==> src/rtl/vx_issue_drain_scalar.sv <==
// Issue-stage drain: picks one hazard-free instruction-buffer slice per cycle
// (round-robin) into a single dispatch register, tracking pending writes per warp.
`ifndef NUM_THREADS
  `define NUM_THREADS 4
`endif
`ifndef NUM_WARPS
  `define NUM_WARPS 8
`endif
`ifndef UUID_WIDTH
  `define UUID_WIDTH 8
`endif
`ifndef EX_BITS
  `define EX_BITS 3
`endif
`ifndef INST_OP_BITS
  `define INST_OP_BITS 4
`endif
`ifndef INST_MOD_BITS
  `define INST_MOD_BITS 3
`endif
`ifndef XLEN
  `define XLEN 32
`endif
`ifndef NR_BITS
  `define NR_BITS 5
`endif
`ifndef LOG2UP
  `define LOG2UP(x) (((x) > 1) ? $clog2(x) : 1)
`endif
`ifndef MIN
  `define MIN(a, b) (((a) < (b)) ? (a) : (b))
`endif

module vx_issue_drain_scalar #(
  parameter int THREAD_CNT = `NUM_THREADS,
  parameter int WARP_CNT   = `NUM_WARPS,
  parameter int ISSUE_CNT  = `MIN(WARP_CNT, 4),
  localparam int ISW_W     = `LOG2UP(ISSUE_CNT),
  localparam int WIS_W     = `LOG2UP(WARP_CNT / ISSUE_CNT),
  localparam int NW_W      = `LOG2UP(WARP_CNT),
  localparam int DATAW     = `UUID_WIDTH + WIS_W + THREAD_CNT + `EX_BITS + `INST_OP_BITS
                             + `INST_MOD_BITS + 3 + 2 * `XLEN + 4 * `NR_BITS
) (
  input  logic                                clk,
  input  logic                                reset,
  input  logic [ISSUE_CNT-1:0]                ibuf_valid,
  output logic [ISSUE_CNT-1:0]                ibuf_ready,
  input  logic [ISSUE_CNT-1:0][DATAW-1:0]     ibuf_data,
  output logic                                dispatch_valid,
  input  logic                                dispatch_ready,
  output logic [NW_W-1:0]                     dispatch_wid,
  output logic [DATAW-1:0]                    dispatch_data,
  input  logic                                wb_valid,
  input  logic [NW_W-1:0]                     wb_wid,
  input  logic [`NR_BITS-1:0]                 wb_rd
);

  localparam int NR     = `NR_BITS;
  localparam int NREGS  = 1 << NR;
  localparam int RS3_LO = 0;
  localparam int RS2_LO = NR;
  localparam int RS1_LO = 2 * NR;
  localparam int RD_LO  = 3 * NR;
  localparam int WB_POS = 4 * NR + 2 * `XLEN + 2;
  localparam int WIS_LO = WB_POS + 1 + `INST_MOD_BITS + `INST_OP_BITS + `EX_BITS + THREAD_CNT;

  logic [WARP_CNT-1:0][NREGS-1:0] pending_q, pending_d;
  logic [ISW_W-1:0]               rr_q, rr_d;
  logic                           dv_q, dv_d;
  logic [DATAW-1:0]               data_q;
  logic [NW_W-1:0]                wid_q;

  logic [ISSUE_CNT-1:0]           elig;
  logic [ISSUE_CNT-1:0][NW_W-1:0] slice_wid;
  logic                           can_load;
  logic                           grant_valid;
  logic [ISW_W-1:0]               grant_idx;
  logic [DATAW-1:0]               g_rec;
  logic [NW_W-1:0]                g_wid;
  logic [NR-1:0]                  g_rd;
  logic                           g_wb;

  assign can_load = !dv_q || dispatch_ready;

  // Hazard check reads only the registered table; a same-cycle writeback is not forwarded.
  always_comb begin
    elig      = '0;
    slice_wid = '0;
    for (int unsigned i = 0; i < ISSUE_CNT; i++) begin
      logic [NR-1:0] rs1, rs2, rs3, rd;
      logic          wb;
      rs1 = ibuf_data[i][RS1_LO +: NR];
      rs2 = ibuf_data[i][RS2_LO +: NR];
      rs3 = ibuf_data[i][RS3_LO +: NR];
      rd  = ibuf_data[i][RD_LO +: NR];
      wb  = ibuf_data[i][WB_POS];
      slice_wid[i] = NW_W'({ibuf_data[i][WIS_LO +: WIS_W], ISW_W'(i)});
      elig[i] = ibuf_valid[i]
              && !pending_q[slice_wid[i]][rs1]
              && !pending_q[slice_wid[i]][rs2]
              && !pending_q[slice_wid[i]][rs3]
              && !(wb && pending_q[slice_wid[i]][rd]);
    end
  end

  always_comb begin
    int unsigned idx;
    grant_valid = 1'b0;
    grant_idx   = '0;
    idx         = 0;
    for (int unsigned k = 0; k < ISSUE_CNT; k++) begin
      idx = (32'(rr_q) + k) % ISSUE_CNT;
      if (!grant_valid && elig[ISW_W'(idx)]) begin
        grant_valid = 1'b1;
        grant_idx   = ISW_W'(idx);
      end
    end
    if (!(can_load && reset)) begin
      grant_valid = 1'b0;
    end
  end

  always_comb begin
    ibuf_ready = '0;
    for (int unsigned i = 0; i < ISSUE_CNT; i++) begin
      ibuf_ready[i] = grant_valid && (grant_idx == ISW_W'(i));
    end
  end

  assign g_rec = ibuf_data[grant_idx];
  assign g_wid = slice_wid[grant_idx];
  assign g_rd  = g_rec[RD_LO +: NR];
  assign g_wb  = g_rec[WB_POS];

  // Clear is applied first so a coincident set on the same bit wins.
  always_comb begin
    pending_d = pending_q;
    if (wb_valid) begin
      pending_d[wb_wid][wb_rd] = 1'b0;
    end
    if (grant_valid && g_wb && (g_rd != '0)) begin
      pending_d[g_wid][g_rd] = 1'b1;
    end
  end

  always_comb begin
    rr_d = rr_q;
    if (grant_valid) begin
      rr_d = (grant_idx == ISW_W'(ISSUE_CNT - 1)) ? '0 : grant_idx + 1'b1;
    end
  end

  always_comb begin
    dv_d = dv_q;
    if (grant_valid) begin
      dv_d = 1'b1;
    end else if (dispatch_ready) begin
      dv_d = 1'b0;
    end
  end

  always_ff @(posedge clk) begin
    if (!reset) begin
      dv_q      <= 1'b0;
      rr_q      <= '0;
      pending_q <= '0;
    end else begin
      dv_q      <= dv_d;
      rr_q      <= rr_d;
      pending_q <= pending_d;
    end
  end

  always_ff @(posedge clk) begin
    if (grant_valid) begin
      data_q <= g_rec;
      wid_q  <= g_wid;
    end
  end

  assign dispatch_valid = dv_q;
  assign dispatch_data  = data_q;
  assign dispatch_wid   = wid_q;

endmodule

==> config.mk <==
export PLATFORM = sky130hd
export DESIGN_NAME = vx_issue_drain_scalar
export DESIGN_NICKNAME = d
export VERILOG_FILES = /design/src/rtl/vx_issue_drain_scalar.sv
export SDC_FILE = /design/constraint.sdc
export NUM_CORES = 1
export LEC_CHECK = 0
export ABC_AREA = 1
export BUFFER_PORTS_ARGS = -buffer_cell sky130_fd_sc_hd__buf_4
export CORE_MARGIN = 2
export CORE_UTILIZATION = 30
export DETAILED_ROUTE_END_ITERATION = 8
export SYNTH_ARGS = -nofsm -noshare
export SYNTH_HDL_FRONTEND = slang
export SYNTH_SLANG_ARGS = --single-unit
==> constraint.sdc <==
create_clock -name clk -period 5.6 [get_ports clk]
set_input_delay 0.56 -clock clk [delete_from_list [all_inputs] [get_ports clk]]
set_output_delay 0.56 -clock clk [all_outputs]
set_load 0.01 [all_outputs]
### Word-level counts from Yosys, hierarchy flattened

Cells that the tools add are included.

| storage, ports and cells | value |
|---|---|
| latch bits | 0 |
| output and inout port bits | 118 |
| register bits after elaboration | 372 |
| input bits | 456 |
| bits in writable memories | 0 |
| word-level logic and storage cells | 187 |
| memory bits (read-only) | 0 |
| memories kept | 0 |

| cells by class | value |
|---|---|
| add/sub/neg operators | 4 |
| multiply operators | 0 |
| eq/ne operators | 3 |
| shift operators | 0 |
| muxes and demuxes | 74 |
| magnitude comparators | 33 |
| div/mod/pow operators | 0 |
| reductions and logical operators | 58 |
| bitwise logic cells | 3 |

Operator list:

| kind | count |
|---|---|
| 2-to-1 mux 256 bit | 2 |
| 2-to-1 mux 32 bit | 10 |
| bitwise AND 256 bit | 1 |
| NOT 256 bit | 1 |
| OR 256 bit | 1 |
| binary-select mux 110 bit (select 2 bit) | 1 |
| demux 32 bit (select 3 bit) | 2 |
| 2-to-1 mux 110 bit | 1 |
| < comparator 5 x 6 -> 1 bit, second input constant | 18 |
| binary-select mux 1 bit (select 5 bit) | 16 |
| logical AND 1 bit | 34 |
| 2-to-1 mux 1 bit | 29 |
| < comparator 3 x 4 -> 1 bit, second input constant | 6 |
| logical NOT 1 bit | 20 |
| < comparator 2 x 3 -> 1 bit, second input constant | 5 |
| demux 1 bit (select 5 bit) | 2 |
| greater-or-equal comparator 5 x 1 -> 1 bit, second input constant | 2 |
| 2-to-1 mux 2 bit | 5 |
| binary-select mux 1 bit (select 2 bit) | 4 |
| binary-select mux 3 bit (select 2 bit) | 1 |
| greater-or-equal comparator 3 x 1 -> 1 bit, second input constant | 2 |
| nonzero test 5 bit | 1 |
| adder 2 x 1 -> 2 bit, second input constant | 2 |
| adder 2 bit, second input constant | 2 |
| other kinds (6) | 7 |

### Longest topological paths before layout

| logic depth | value |
|---|---|
| depth after elaboration | 31 |
| mapped depth | 33 |
| gate-level depth less buffers | 29 |

### Least setup slack after synthesis

No wires, ideal clock.

| timing | value |
|---|---|
| path type | input-to-reg |
| start | input port ibuf_data[321] (netlist name) |
| end | register pending_q[129] (netlist name) |
| buffers on the path | 5 |
| data arrival time | 5.693 ns |
| setup time | 0.070 ns |
| setup slack | -0.164 ns |
| required time | 5.530 ns |
| stages | 25 |
| cells stage by stage | buf_4 buf_4 nand2_1 and2_1 nand2_1 nand3_1 nand3_1 nand3_1 nand2_1 nand2_1 nand3_1 nor2_1 nand3_1 nand3_1 nand2_2 nand4_2 buf_2 nand3_1 inv_1 nand2_2 nor2_8 buf_6 buf_6 nand2_1 a21oi_1 |

| on the way | value |
|---|---|
| word-level cells in the longest chain between the ends | 31 |
| elaborated cells on any way between the ends | 61 |
| those cells by class | order compare (4); mux (36); bitwise (1); reduce/logical (20) |

Ends and longest elaborated chain:

| element | line | source |
|---|---|---|
| from (decl) | 48 | `input logic [ISSUE_CNT-1:0][DATAW-1:0] ibuf_data,` |
| 2-to-1 mux 32 bit (implied by the code) (2 in a row) | - |  |
| binary-select mux 1 bit (select 5 bit) | 99 | `&& !pending_q[slice_wid[i]][rs1]` |
| 2-to-1 mux 1 bit (implied by the code) | 99 |  |
| logical NOT 1 bit | 99 |  |
| logical AND 1 bit | 99 |  |
| logical AND 1 bit | 100 | `&& !pending_q[slice_wid[i]][rs2]` |
| logical AND 1 bit | 101 | `&& !pending_q[slice_wid[i]][rs3]` |
| logical AND 1 bit | 102 | `&& !(wb && pending_q[slice_wid[i]][rd]);` |
| [... 14 more ...] | - |  |
| < comparator 5 x 6 -> 1 bit (implied by the code) / greater-or-equal comparator 5 x 1 -> 1 bit (equally long branches) | 142 | `pending_d[g_wid][g_rd] = 1'b1;` |
| logical AND 1 bit (implied by the code) | 142 |  |
| 2-to-1 mux 1 bit (implied by the code) | 142 |  |
| demux 1 bit (select 5 bit) | 142 |  |
| 2-to-1 mux 32 bit (implied by the code) | 142 |  |
| demux 32 bit (select 3 bit) | 142 |  |
| OR 256 bit (no source line) | - |  |
| 2-to-1 mux 256 bit * | 141 | `if (grant_valid && g_wb && (g_rd != '0)) begin` |
| to (signal assigned) | 170 | `pending_q <= pending_d;` |
| to (decl) | 67 | `logic [WARP_CNT-1:0][NREGS-1:0] pending_q, pending_d;` |

Mark *: on every way between the ends. The rest lies on a longest branch, timed or not. The select of a mux whose other input is x is not followed.
A chain may end at the register's enable or synchronous reset.

### Final worst setup path

| timing | value |
|---|---|
| start | input port ibuf_data[101] (netlist name) |
| end | output port ibuf_ready[3] |

| on the way | value |
|---|---|
| word-level cells in the longest chain between the ends | 23 |
| elaborated cells on any way between the ends | 44 |
| those cells by class | eq/ne (1); mux (27); reduce/logical (16) |

Ends and longest elaborated chain:

| element | line | source |
|---|---|---|
| 2-to-1 mux 32 bit (implied by the code) * (2 in a row) | - |  |
| binary-select mux 1 bit (select 5 bit) | 99 |  |
| 2-to-1 mux 1 bit (implied by the code) | 99 |  |
| logical NOT 1 bit | 99 |  |
| logical AND 1 bit | 99 |  |
| logical AND 1 bit | 100 |  |
| logical AND 1 bit | 101 |  |
| logical AND 1 bit * | 102 |  |
| [... 6 more ...] | - |  |
| logical NOT 1 bit | 113 | `if (!grant_valid && elig[ISW_W'(idx)]) begin` |
| logical AND 1 bit | 113 |  |
| 2-to-1 mux 1 bit | 113 |  |
| logical NOT 1 bit | 113 |  |
| logical AND 1 bit | 113 |  |
| 2-to-1 mux 2 bit / 2-to-1 mux 1 bit (equally long branches) | 113 |  |
| == test 2 bit / 2-to-1 mux 1 bit (equally long branches) | 126, 118 |  |
| logical AND 1 bit * | 126 | `ibuf_ready[i] = grant_valid && (grant_idx == ISW_W'(i));` |
| to (decl) | 47 | `output logic [ISSUE_CNT-1:0] ibuf_ready,` |

Marked as above.

==> flow_metrics.py <==
metrics = {
    "sta": {
        "slew_headroom": 0.1674,
        "fmax_mhz": 198.8,
        "setup_tns_ns": 0,
        "slew_violations": 0,
        "final_hold_viol_count": 0,
        "worst_clock_skew_ns": 0.03257,
        "setup_viol_count_final": 0,
        "tightestPinTransition_ns": 1.246,
        "fin_crit_ns": 5.030,
        "finalCritPeriodShare": 0.8983,
        "rsz0062_at_grt": "no",
    },
    "place": {
        "gp_congestion": 1.012,
        "portBuffers": 573,
        "place_area_um2": 30010,
        "dpl.hpwl_mm": 105.4,
    },
    "worst_setup_path": {
        "worstRegToRegCells": 20,
        "critPathMaxFanout": 23,
        "crit_arrival_ns": 4.47,
        "cp.required_ns": 5.04,
        "critical_path_class": "input port to output port",
        "r2r-end": "dispatch_data[3]$_DFFE_PP_",
        "reg2reg_from": "pending_q[154]$_SDFF_PN0_",
        "crit_start": "ibuf_data[101]",
        "critPathLaunchType": "input port",
        "crit_end": "ibuf_ready[3]",
        "endpoint_kind": "output port",
        "reg2reg_slack_ns": 1.24,
    },
    "routing": {
        "vias_per_cell": 5.831,
        "num_vias": 31521,
        "drt_iter0_drc": 4247,
        "drcViolationCount": 0,
        "drtPass1Iterations": 6,
        "postRouteAntennaNets": 0,
        "wire_per_inst_um": 26.73,
        "wirelength_mm": 144.5,
    },
    "cts": {
        "cts_buffer_depth": 3,
        "hold_buffers": 0,
        "cts_resized": 0,
        "cts_max_level": 2,
        "root_buffer": "clkbuf_16",
        "cts_sinks": 371,
        "numCtsBuffers": 47,
        "clkTransAtPathRegs_ns": 0.06,
        "post_cts_buffers": 0,
        "cts_tree": "yes",
        "clock_latency_ns": 0.62,
    },
    "floorplanning": {
        "core_area_um2": 82240,
        "num_rows": 105,
        "pin_count": 574,
        "die-width_um": 292.6,
        "die_area_um2": 85640,
        "fp.dieH_um": 292.6,
        "start_util": 0.3039,
    },
    "power": {
        "swShare": 0.5141,
        "combPwrFrac": 0.588,
        "seq_power_share": 0.224,
        "internal_power_mw": 8.373,
        "p_leak_nw": 12.55,
        "p_total_mw": 17.23,
        "power_density_nw_per_um2": 543.6,
        "ir_worst_vdd_mv": 0.5559,
        "p_sw_mw": 8.860,
        "p_clk_frac": 0.188,
    },
    "flow_run": {
        "maxCapViolations": 0,
    },
    "global_routing": {
        "antenna_found_initial": 35,
        "grt_pass1_wl_mm": 203.6,
        "grt_max_degree": 130,
        "grt_overflow_total": 0,
        "grt_usage": 0.3202,
        "first_global_vias": 28741,
    },
    "cells_and_area": {
        "design_area_um2": 31700,
        "layout-drive-gt1-share": 0.1876,
        "area_growth_pct": 26.83,
        "fin_nets": 4729,
        "finalCoreUtilization": 0.3855,
    },
    "synth": {
        "synth.avg_cell_area_um2": 6.462,
        "ys_seq_elements": 371,
        "yosysWarnings": 0,
        "netlist_area_um2": 24990,
        "syn_nets": 4328,
        "syn_inst": 3868,
        "ys_seq_area_frac": 0.3420,
        "ys_types": 34,
    },
    "worst_hold_path": {
        "hp-class": "input port to flop",
    },
    "status": {
        "status": "finished clean",
    },
}
sequential cells by signal, summed over array words and instances (netlist names):
register / count
pending_q: 256
dispatch_data: 110
rr_q: 2
dispatch_valid: 1
dispatch_wid: 2
layout make-up:
| class | instances | area [um^2] |
|---|---|---|
| Sequential cell | 371 | 8548 |
| Multi-Input combinational cell | 3077 | 14470 |
| Tap cell | 1070 | 1339 |
| Clock buffer | 67 | 1413 |
| Inverter | 112 | 442.9 |
| Antenna cell | 30 | 75.07 |
| Clock inverter | 19 | 198.9 |
| Timing Repair Buffer | 660 | 5218 |
| Fill cell | 8892 | 50540 |
power by group through the flow:
stage / Clock, mW / Combinational (mW) / Sequential [mW]
final: 3.25 / 10.1 / 3.86
after global routing: 3.37 / 10.5 / 3.89
after CTS: 3.28 / 9.86 / 3.86
after detailed placement: 0 / 9.83 / 3.91
after global placement: 0 / 9.86 / 3.91
after floorplan: 0 / 5.06 / 4.09
cell usage in the layout (no fill, tap or decap), types with 4 or more instances in the layout:
| cell type | count |
|---|---|
| dfxtp_1 | 259 |
| buf_12 | 21 |
| nand2_2 | 25 |
| nand4_1 | 14 |
| inv_4 | 5 |
| edfxtp_1 | 112 |
| o21ai_0 | 482 |
| clkbuf_8 | 9 |
| clkbuf_1 | 6 |
| inv_2 | 19 |
| nand2_1 | 715 |
| clkinv_2 | 10 |
| and2_1 | 23 |
| a21oi_1 | 267 |
| buf_4 | 639 |
| inv_1 | 79 |
| ha_1 | 4 |
| nand3_2 | 7 |
| nor3_1 | 200 |
| inv_6 | 4 |
| nor2_1 | 294 |
| diode_2 | 30 |
| clkbuf_16 | 50 |
| o22ai_1 | 88 |
| nand3_1 | 944 |
| clkinv_1 | 7 |
layer usage:
metal	share of wire	GRT usage	up-vias	wire length (um)
li1	-	-	14366	-
met1	0.38	0.3952	14817	54330
met2	0.47	0.5186	1992	67470
met3	0.097	0.06040	344	13990
met4	0.060	0.1910	2	8687
met5	0.00012	0	-	17
through the flow:
step / setup WS (ns) / hold slack, ns / cells
2_1_floorplan: 0.5122 / 0.4284 / 3868
3_3_place_gp: 0.5667 / 0.4378 / 5290
3_5_place_dp: 0.5252 / 0.4436 / 5290
4_1_cts: 0.6711 / 0.2716 / 5376
5_1_grt: 0.2460 / 0.3057 / 5403
6_report: 0.5697 / 0.3007 / 5406
logic make-up (layout without fill, tap and decap cells):
family          after synthesis  in the layout  synth area share
xor+xnor                      1              1         0.0003505
other cells                   0             30                 0
buf+inv                     420            858           0.07990
fa+ha+maj                     4              4          0.002002
flops                       371            371            0.3420
simple gates               2230           2230            0.4024
compound gates              842            842            0.1733
worst min path at each step:
stage / start / end / slack [ns] / cells past startpoint
3_3_place_gp: pending_q[192]$_SDFF_PN0_ / pending_q[192]$_SDFF_PN0_ / 0.44 / 2
6_report: ibuf_data[427] / dispatch_data[97]$_DFFE_PP_ / 0.30 / 3
5_1_grt: ibuf_data[427] / dispatch_data[97]$_DFFE_PP_ / 0.31 / 3
2_1_floorplan: pending_q[0]$_SDFF_PN0_ / pending_q[0]$_SDFF_PN0_ / 0.43 / 2
4_1_cts: ibuf_data[421] / dispatch_data[91]$_DFFE_PP_ / 0.27 / 3
3_5_place_dp: pending_q[128]$_SDFF_PN0_ / pending_q[128]$_SDFF_PN0_ / 0.44 / 2
cells in the mapped netlist, drive strengths merged:
cell / number / area (um^2)
nand3: 953 / 4822
nand2: 741 / 2841
o21ai: 487 / 2445
nor2: 297 / 1141
a21oi: 267 / 1336
dfxtp: 259 / 5185
nor3: 200 / 1001
clkbuf: 173 / 649.4
buf: 135 / 918.4
edfxtp: 112 / 3363
inv: 103 / 394.1
o22ai: 88 / 550.5
and2: 24 / 152.6
nand4: 15 / 100.1
clkinv: 9 / 35.03
ha: 4 / 50.05
xor2: 1 / 8.760
worst max-delay path, stage by stage:
cell and delay [ns]:
buf_4 0.30, buf_4 0.29, nand2_1 0.13, and2_1 0.19, nand2_1 0.05, nand3_1 0.07, nand3_1 0.14, nand3_1 0.10
nand2_1 0.09, nand2_1 0.05, nand2_1 0.09, nor2_1 0.08, buf_4 0.16, nand3_1 0.13, nand2_1 0.11, o21ai_2 0.27
nand2_1 0.11, nand2_2 0.22, nand3_4 0.33, inv_6 0.30, ha_1 0.33, inv_1 0.07, nor2_1 0.13, buf_4 0.13
Power figures use the tool's default switching activity.
